$ cat src/rtl/obi_icn_arbiter_pkg.sv
// Shared definitions for the OBI interconnect arbiter: FSM state encoding and bus-width defaults.
package obi_icn_arbiter_pkg;

    localparam int OBI_AW_DEFAULT = 32;
    localparam int OBI_DW_DEFAULT = 32;

    typedef enum logic [1:0] {
        IDLE = 2'd0,
        ADDR = 2'd1,
        RESP = 2'd2,
        ERR  = 2'd3
    } arb_state_e;

endpackage

$ cat src/rtl/obi_icn_arbiter_rr_select.sv
// Round-robin selector: picks the first requester strictly after ptr_i, wrapping around.
module rr_select #(
    parameter int N  = 2,
    parameter int IW = (N > 1) ? $clog2(N) : 1
) (
    input  logic [N-1:0]  req_i,
    input  logic [IW-1:0] ptr_i,
    output logic [N-1:0]  onehot_o,
    output logic [IW-1:0] idx_o,
    output logic          valid_o
);

    int cand;

    always_comb begin
        onehot_o = '0;
        idx_o    = '0;
        valid_o  = 1'b0;
        cand     = 0;
        // Walk from the farthest candidate to the nearest so the nearest eligible one is kept.
        for (int d = N; d >= 1; d--) begin
            cand = int'(ptr_i) + d;
            if (cand >= N) begin
                cand = cand - N;
            end
            if (req_i[cand]) begin
                onehot_o       = '0;
                onehot_o[cand] = 1'b1;
                idx_o          = IW'(cand);
                valid_o        = 1'b1;
            end
        end
    end

endmodule

$ cat src/rtl/obi_icn_arbiter.sv
// N-to-1 OBI arbiter with a single outstanding transaction, zero-latency IDLE pass-through
// and a response-phase timeout that fabricates an error response.
module obi_icn_arbiter
    import obi_icn_arbiter_pkg::*;
#(
    parameter int NUM_INIT       = 2,
    parameter int OBI_AW         = OBI_AW_DEFAULT,
    parameter int OBI_DW         = OBI_DW_DEFAULT,
    parameter int TIMEOUT_CYCLES = 255,
    localparam int IW            = (NUM_INIT > 1) ? $clog2(NUM_INIT) : 1
) (
    input  logic                       clk,
    input  logic                       reset,
    input  logic [NUM_INIT-1:0]        init_en_i,
    input  logic [NUM_INIT-1:0]        init_req_i,
    input  logic [NUM_INIT*OBI_AW-1:0] init_addr_i,
    input  logic [NUM_INIT-1:0]        init_we_i,
    input  logic [NUM_INIT*OBI_DW/8-1:0] init_be_i,
    input  logic [NUM_INIT*OBI_DW-1:0] init_wdata_i,
    input  logic [NUM_INIT-1:0]        init_rready_i,
    output logic [NUM_INIT-1:0]        init_gnt_o,
    output logic [NUM_INIT-1:0]        init_rvalid_o,
    output logic [OBI_DW-1:0]          init_rdata_o,
    output logic                       init_err_o,
    output logic                       tgt_req_o,
    output logic [OBI_AW-1:0]          tgt_addr_o,
    output logic                       tgt_we_o,
    output logic [OBI_DW/8-1:0]        tgt_be_o,
    output logic [OBI_DW-1:0]          tgt_wdata_o,
    output logic                       tgt_rready_o,
    input  logic                       tgt_gnt_i,
    input  logic                       tgt_rvalid_i,
    input  logic [OBI_DW-1:0]          tgt_rdata_i,
    input  logic                       tgt_err_i,
    output logic [IW-1:0]              owner_o,
    output logic                       busy_o,
    output logic                       timeout_o,
    input  logic                       timeout_clr_i
);

    localparam int BW = OBI_DW / 8;
    localparam int CW = (TIMEOUT_CYCLES > 1) ? $clog2(TIMEOUT_CYCLES) : 1;

    // Handshakes: the address phase completes in a cycle where req and gnt are both high;
    // the response phase completes in a cycle where rvalid and rready are both high.
    arb_state_e          state_q, state_d;
    logic [IW-1:0]       owner_q, owner_d;
    logic [IW-1:0]       rr_ptr_q, rr_ptr_d;
    logic [CW-1:0]       cnt_q, cnt_d;
    logic                timeout_q, timeout_d;
    logic                to_set;

    logic [NUM_INIT-1:0] eligible;
    logic [NUM_INIT-1:0] win_onehot;
    logic [IW-1:0]       win_idx;
    logic                win_valid;
    logic [IW-1:0]       sel_idx;
    logic                addr_phase;
    logic                cnt_expired;

    assign eligible    = init_req_i & init_en_i;
    assign sel_idx     = (state_q == IDLE) ? win_idx : owner_q;
    assign addr_phase  = ((state_q == IDLE) && win_valid) || (state_q == ADDR);
    assign cnt_expired = (cnt_q == CW'(TIMEOUT_CYCLES - 1));

    rr_select #(
        .N  (NUM_INIT),
        .IW (IW)
    ) u_rr_select (
        .req_i    (eligible),
        .ptr_i    (rr_ptr_q),
        .onehot_o (win_onehot),
        .idx_o    (win_idx),
        .valid_o  (win_valid)
    );

    always_ff @(posedge clk) begin
        if (reset) begin
            state_q   <= IDLE;
            owner_q   <= '0;
            rr_ptr_q  <= IW'(NUM_INIT - 1);
            cnt_q     <= '0;
            timeout_q <= 1'b0;
        end else begin
            state_q   <= state_d;
            owner_q   <= owner_d;
            rr_ptr_q  <= rr_ptr_d;
            cnt_q     <= cnt_d;
            timeout_q <= timeout_d;
        end
    end

    always_comb begin
        state_d       = state_q;
        owner_d       = owner_q;
        rr_ptr_d      = rr_ptr_q;
        cnt_d         = cnt_q;
        to_set        = 1'b0;
        init_gnt_o    = '0;
        init_rvalid_o = '0;
        init_rdata_o  = '0;
        init_err_o    = 1'b0;
        tgt_req_o     = 1'b0;
        tgt_addr_o    = '0;
        tgt_we_o      = 1'b0;
        tgt_be_o      = '0;
        tgt_wdata_o   = '0;
        tgt_rready_o  = 1'b1;

        if (addr_phase) begin
            tgt_req_o   = 1'b1;
            tgt_addr_o  = init_addr_i[int'(sel_idx)*OBI_AW +: OBI_AW];
            tgt_we_o    = init_we_i[sel_idx];
            tgt_be_o    = init_be_i[int'(sel_idx)*BW +: BW];
            tgt_wdata_o = init_wdata_i[int'(sel_idx)*OBI_DW +: OBI_DW];
            if (state_q == IDLE) begin
                init_gnt_o = win_onehot & {NUM_INIT{tgt_gnt_i}};
            end else begin
                init_gnt_o[owner_q] = tgt_gnt_i;
            end
        end

        case (state_q)
            IDLE: begin
                if (win_valid) begin
                    owner_d = win_idx;
                    if (tgt_gnt_i) begin
                        state_d  = RESP;
                        rr_ptr_d = win_idx;
                        cnt_d    = '0;
                    end else begin
                        state_d = ADDR;
                    end
                end
            end
            ADDR: begin
                if (tgt_gnt_i) begin
                    state_d  = RESP;
                    rr_ptr_d = owner_q;
                    cnt_d    = '0;
                end
            end
            RESP: begin
                tgt_rready_o           = init_rready_i[owner_q];
                init_rvalid_o[owner_q] = tgt_rvalid_i;
                init_rdata_o           = tgt_rdata_i;
                init_err_o             = tgt_err_i;
                // A response arriving on the expiry cycle takes priority over the timeout.
                if (tgt_rvalid_i) begin
                    if (init_rready_i[owner_q]) begin
                        state_d = IDLE;
                    end
                end else if (cnt_expired) begin
                    state_d = ERR;
                    to_set  = 1'b1;
                end else begin
                    cnt_d = cnt_q + 1'b1;
                end
            end
            ERR: begin
                init_rvalid_o[owner_q] = 1'b1;
                init_err_o             = 1'b1;
                if (init_rready_i[owner_q]) begin
                    state_d = IDLE;
                end
            end
            default: state_d = IDLE;
        endcase

        timeout_d = to_set | (timeout_q & ~timeout_clr_i);

        if (reset) begin
            init_gnt_o    = '0;
            init_rvalid_o = '0;
            init_rdata_o  = '0;
            init_err_o    = 1'b0;
            tgt_req_o     = 1'b0;
        end
    end

    assign owner_o   = owner_q;
    assign busy_o    = (state_q != IDLE);
    assign timeout_o = timeout_q;

endmodule

$ cat config.mk
export PLATFORM = sky130hd
export DESIGN_NAME = obi_icn_arbiter
export DESIGN_NICKNAME = d
export VERILOG_FILES = /design/src/rtl/obi_icn_arbiter_pkg.sv /design/src/rtl/obi_icn_arbiter_rr_select.sv /design/src/rtl/obi_icn_arbiter.sv
export SDC_FILE = /design/constraint.sdc
export NUM_CORES = 1
export LEC_CHECK = 0
export CORE_AREA = 2 2 113 115
export DETAILED_ROUTE_END_ITERATION = 8
export DIE_AREA = 0 0 115 117
export PLACE_DENSITY = 0.62
export SLEW_MARGIN = 20
export SYNTH_ARGS = -nofsm -noshare
export SYNTH_HDL_FRONTEND = slang
export SYNTH_SLANG_ARGS = --single-unit
$ cat constraint.sdc
create_clock -name clk -period 2.3 [get_ports clk]
set_input_delay 0.46 -clock clk [delete_from_list [all_inputs] [get_ports clk]]
set_output_delay 0.46 -clock clk [all_outputs]
set_load 0.005 [all_outputs]
==> impl_metrics.yaml <==
grt:
  overflow: 0
  grt_pass1_vias: 3428
  grt_max_degree: 34
  grt_use_total: 0.166
  antenna_found_initial: 0
  grt_pass1_wl_um: 17500
clocking:
  clkTransAtPathRegs_ns: 0.05
  cts.path.max_buffers: 2
  cts_tree: "yes"
  postCtsHoldBufs: 0
  clk_latency_ns: 0.25
  cts_buffers: 3
  cts_root_buf: "clkbuf_16"
  htreeDepth: 1
  cts_sinks: 13
placed_design:
  place_hpwl_um: 9820
  io_buffers: 292
  pre_cts_slack_ns: -0.729
  place_congestion: 0.836
synthesis:
  synth_area_leaders: "mux2i_1 (33%), nor2_1 (14%), dfxtp_1 (12%), and2_1 (9.1%), buf_12 (5.5%)"
  synth_enable_flop_cells: 0
  synthAdderAreaFrac: 0.0114
  async_reset_ff_frac: 0
  synth.avg_cell_area_um2: 7.49
  synth_top_family_by_area: "multiplexers"
  synth_top_area_cell: "mux2i_1"
  ys_warn_count: 0
  synth_mux_area_frac: 0.328
  yosysTopAreaCellShare: 0.328
  synth_seq_cells: 13
  synth_common_cells: "nor2_1 (79), mux2i_1 (72), and2_1 (32)"
  ys_types: 44
  synth_cells: 293
  synth_xor_area_frac: 0
  syn-num-nets: 477
  synthSimpleGateAreaFrac: 0.327
  synth_compound_area_frac: 0.108
  yosysSeqAreaShare: 0.119
  synthFlopType: "dfxtp_1"
  yosysMostFrequentCell: "nor2_1"
  netlist_area_um2: 2190
power_and_ir_drop:
  total_power_mw: 1.99
  vdd_drop_max_v: 0.000148
  p_per_area_nw_per_um2: 341
  leakagePower_nw: 3.14
job:
  maxCapViolCount: 0
finish:
  drive_gt1_frac: 0.269
  antenna_cells: 0
  syn_to_final_growth_pct: 166
  layout.nets: 827
  fillCellCount: 1215
timing:
  period_needed_ns: 2.35
  fin_crit_sh: 1.02
  grt_setup_unrepaired: "true"
  finalMaxSlewViolations: 0
  skew_ns: 0.00172
  max_freq_mhz: 426
  setup_ws_ns: -0.0481
  finalHoldViolCount: 0
  worst_slew_pin_slew_ns: 0.366
  setup_viol: 14
  setup_tns_ns: -0.419
  max_slew_margin: 0.756
worst_hold_path:
  worstHoldPathType: "reg -> reg"
status:
  violations: "setup timing"
  status: "finished, violations left"
floorplanning:
  fp.dieW_um: 115
  fp-row-count: 41
  initial_core_util: 0.178
  die_area_um2: 13500
  dieHeight_um: 117
  coreArea_um2: 12300
  num_io_pins: 293
route:
  wire_per_inst_um: 15.8
  ant_nets: 0
  first_iter_violations: 133
  viasPerCell: 4.29
  drt_wl_total_um: 12500
  first_pass_iters: 4
  route.vias.total: 3395
  drc: 0
worst_setup_path:
  ff2ff_setup_slack_ns: 0.55
  crit_path_start_kind: "register"
  crit_type: "reg -> out"
  worstPathArrival_ns: 1.89
  cp-end-kind: "output port"
  crit_required_ns: 1.84
  critPathMaxFanout: 7
final timing paths:
kind                                end  cells past startpoint               startpoint
setup / recovery        tgt_wdata_o[12]                      8  state_q[1]$_SDFFE_PP0P_
hold reg to reg   cnt_q[7]$_SDFFE_PP0P_                      2    cnt_q[7]$_SDFFE_PP0P_
setup reg to reg  cnt_q[4]$_SDFFE_PP0P_                      7  state_q[0]$_SDFFE_PP0P_
hold / removal    cnt_q[7]$_SDFFE_PP0P_                      2    cnt_q[7]$_SDFFE_PP0P_
state kept, by name, summed over array words and instances, names as in the netlist:
signal	cells
cnt_q	8
state_q	2
owner_o	1
rr_ptr_q	1
timeout_o	1
cells in the final DEF (no fill, tap or decap), types with 3 or more instances in the layout:
cell and count:
clkdlybuf4s50_1 182, nor2_1 77, mux2i_1 66, buf_2 66, buf_4 35, and2_1 32
dlygate4sd2_1 25, buf_6 19, dfxtp_1 11, buf_12 11, dlymetal6s2s_1 10, a21oi_1 9
nand2_1 8, nand3_1 6, inv_1 6, mux2i_2 6, clkbuf_16 5, buf_16 5
clkbuf_2 5, nand2b_1 4, buf_8 4, o211ai_1 3, a211o_1 3
worst max-delay path, cell delays in order (launching register included):
cell,delay [ns]
dfxtp_4,0.35
o21a_4,0.23
a41oi_4,0.27
buf_12,0.19
buf_12,0.11
buf_8,0.11
mux2i_1,0.18
nor2_1,0.05
buf_2,0.13
metal layers:
metal,wire (µm),track usage,vias to the layer above
met5,0,0,-
met4,214,0.0458,0
met3,706,0.0227,15
met2,6790,0.317,135
met1,4830,0.193,1530
li1,-,-,1715
power breakdown:
part | switching [mW] | total [mW] | internal [mW]
clock | 0.106 | 0.341 | 0.235
sequential | 0.00900 | 0.243 | 0.234
combinational | 0.512 | 1.41 | 0.894
total | 0.627 | 1.99 | 1.36
cell type report:
type	instances	area, µm²	area share
clock buffer	4	78.8	0.0135
timing repair buffer	367	3500	0.599
tap	150	188	0.0321
multi-input combinational	252	1790	0.306
sequential	13	268	0.0458
inverter	6	22.5	0.00386
cell families (layout without fill, tap and decap cells):
family	Yosys count	in the layout
fa+ha+maj	2	2
mux	72	72
compound gates	31	31
simple gates	147	147
flops	13	13
buf+inv	28	377
repair_timing:
| action | CTS | global route |
|---|---|---|
| resized for setup | 347 | 30 |
| buffers inserted | 18 | 6 |
| endpoints found under the setup margin | 107 | 80 |
| pin swaps | 14 | 16 |
| gates cloned | 7 | 2 |
per-stage QoR:
step                hold WS [ns]  area [µm²]  utilization  instances
floorplan                  0.443        2190            -        293
global route               0.495        5840        0.474        792
detailed placement         0.475        5530        0.449        758
global placement           0.464        5530        0.449        758
finish                     0.479        5840        0.474        792
CTS                        0.482        5760        0.468        786
Note: power is estimated with default switching activity, not from simulation.
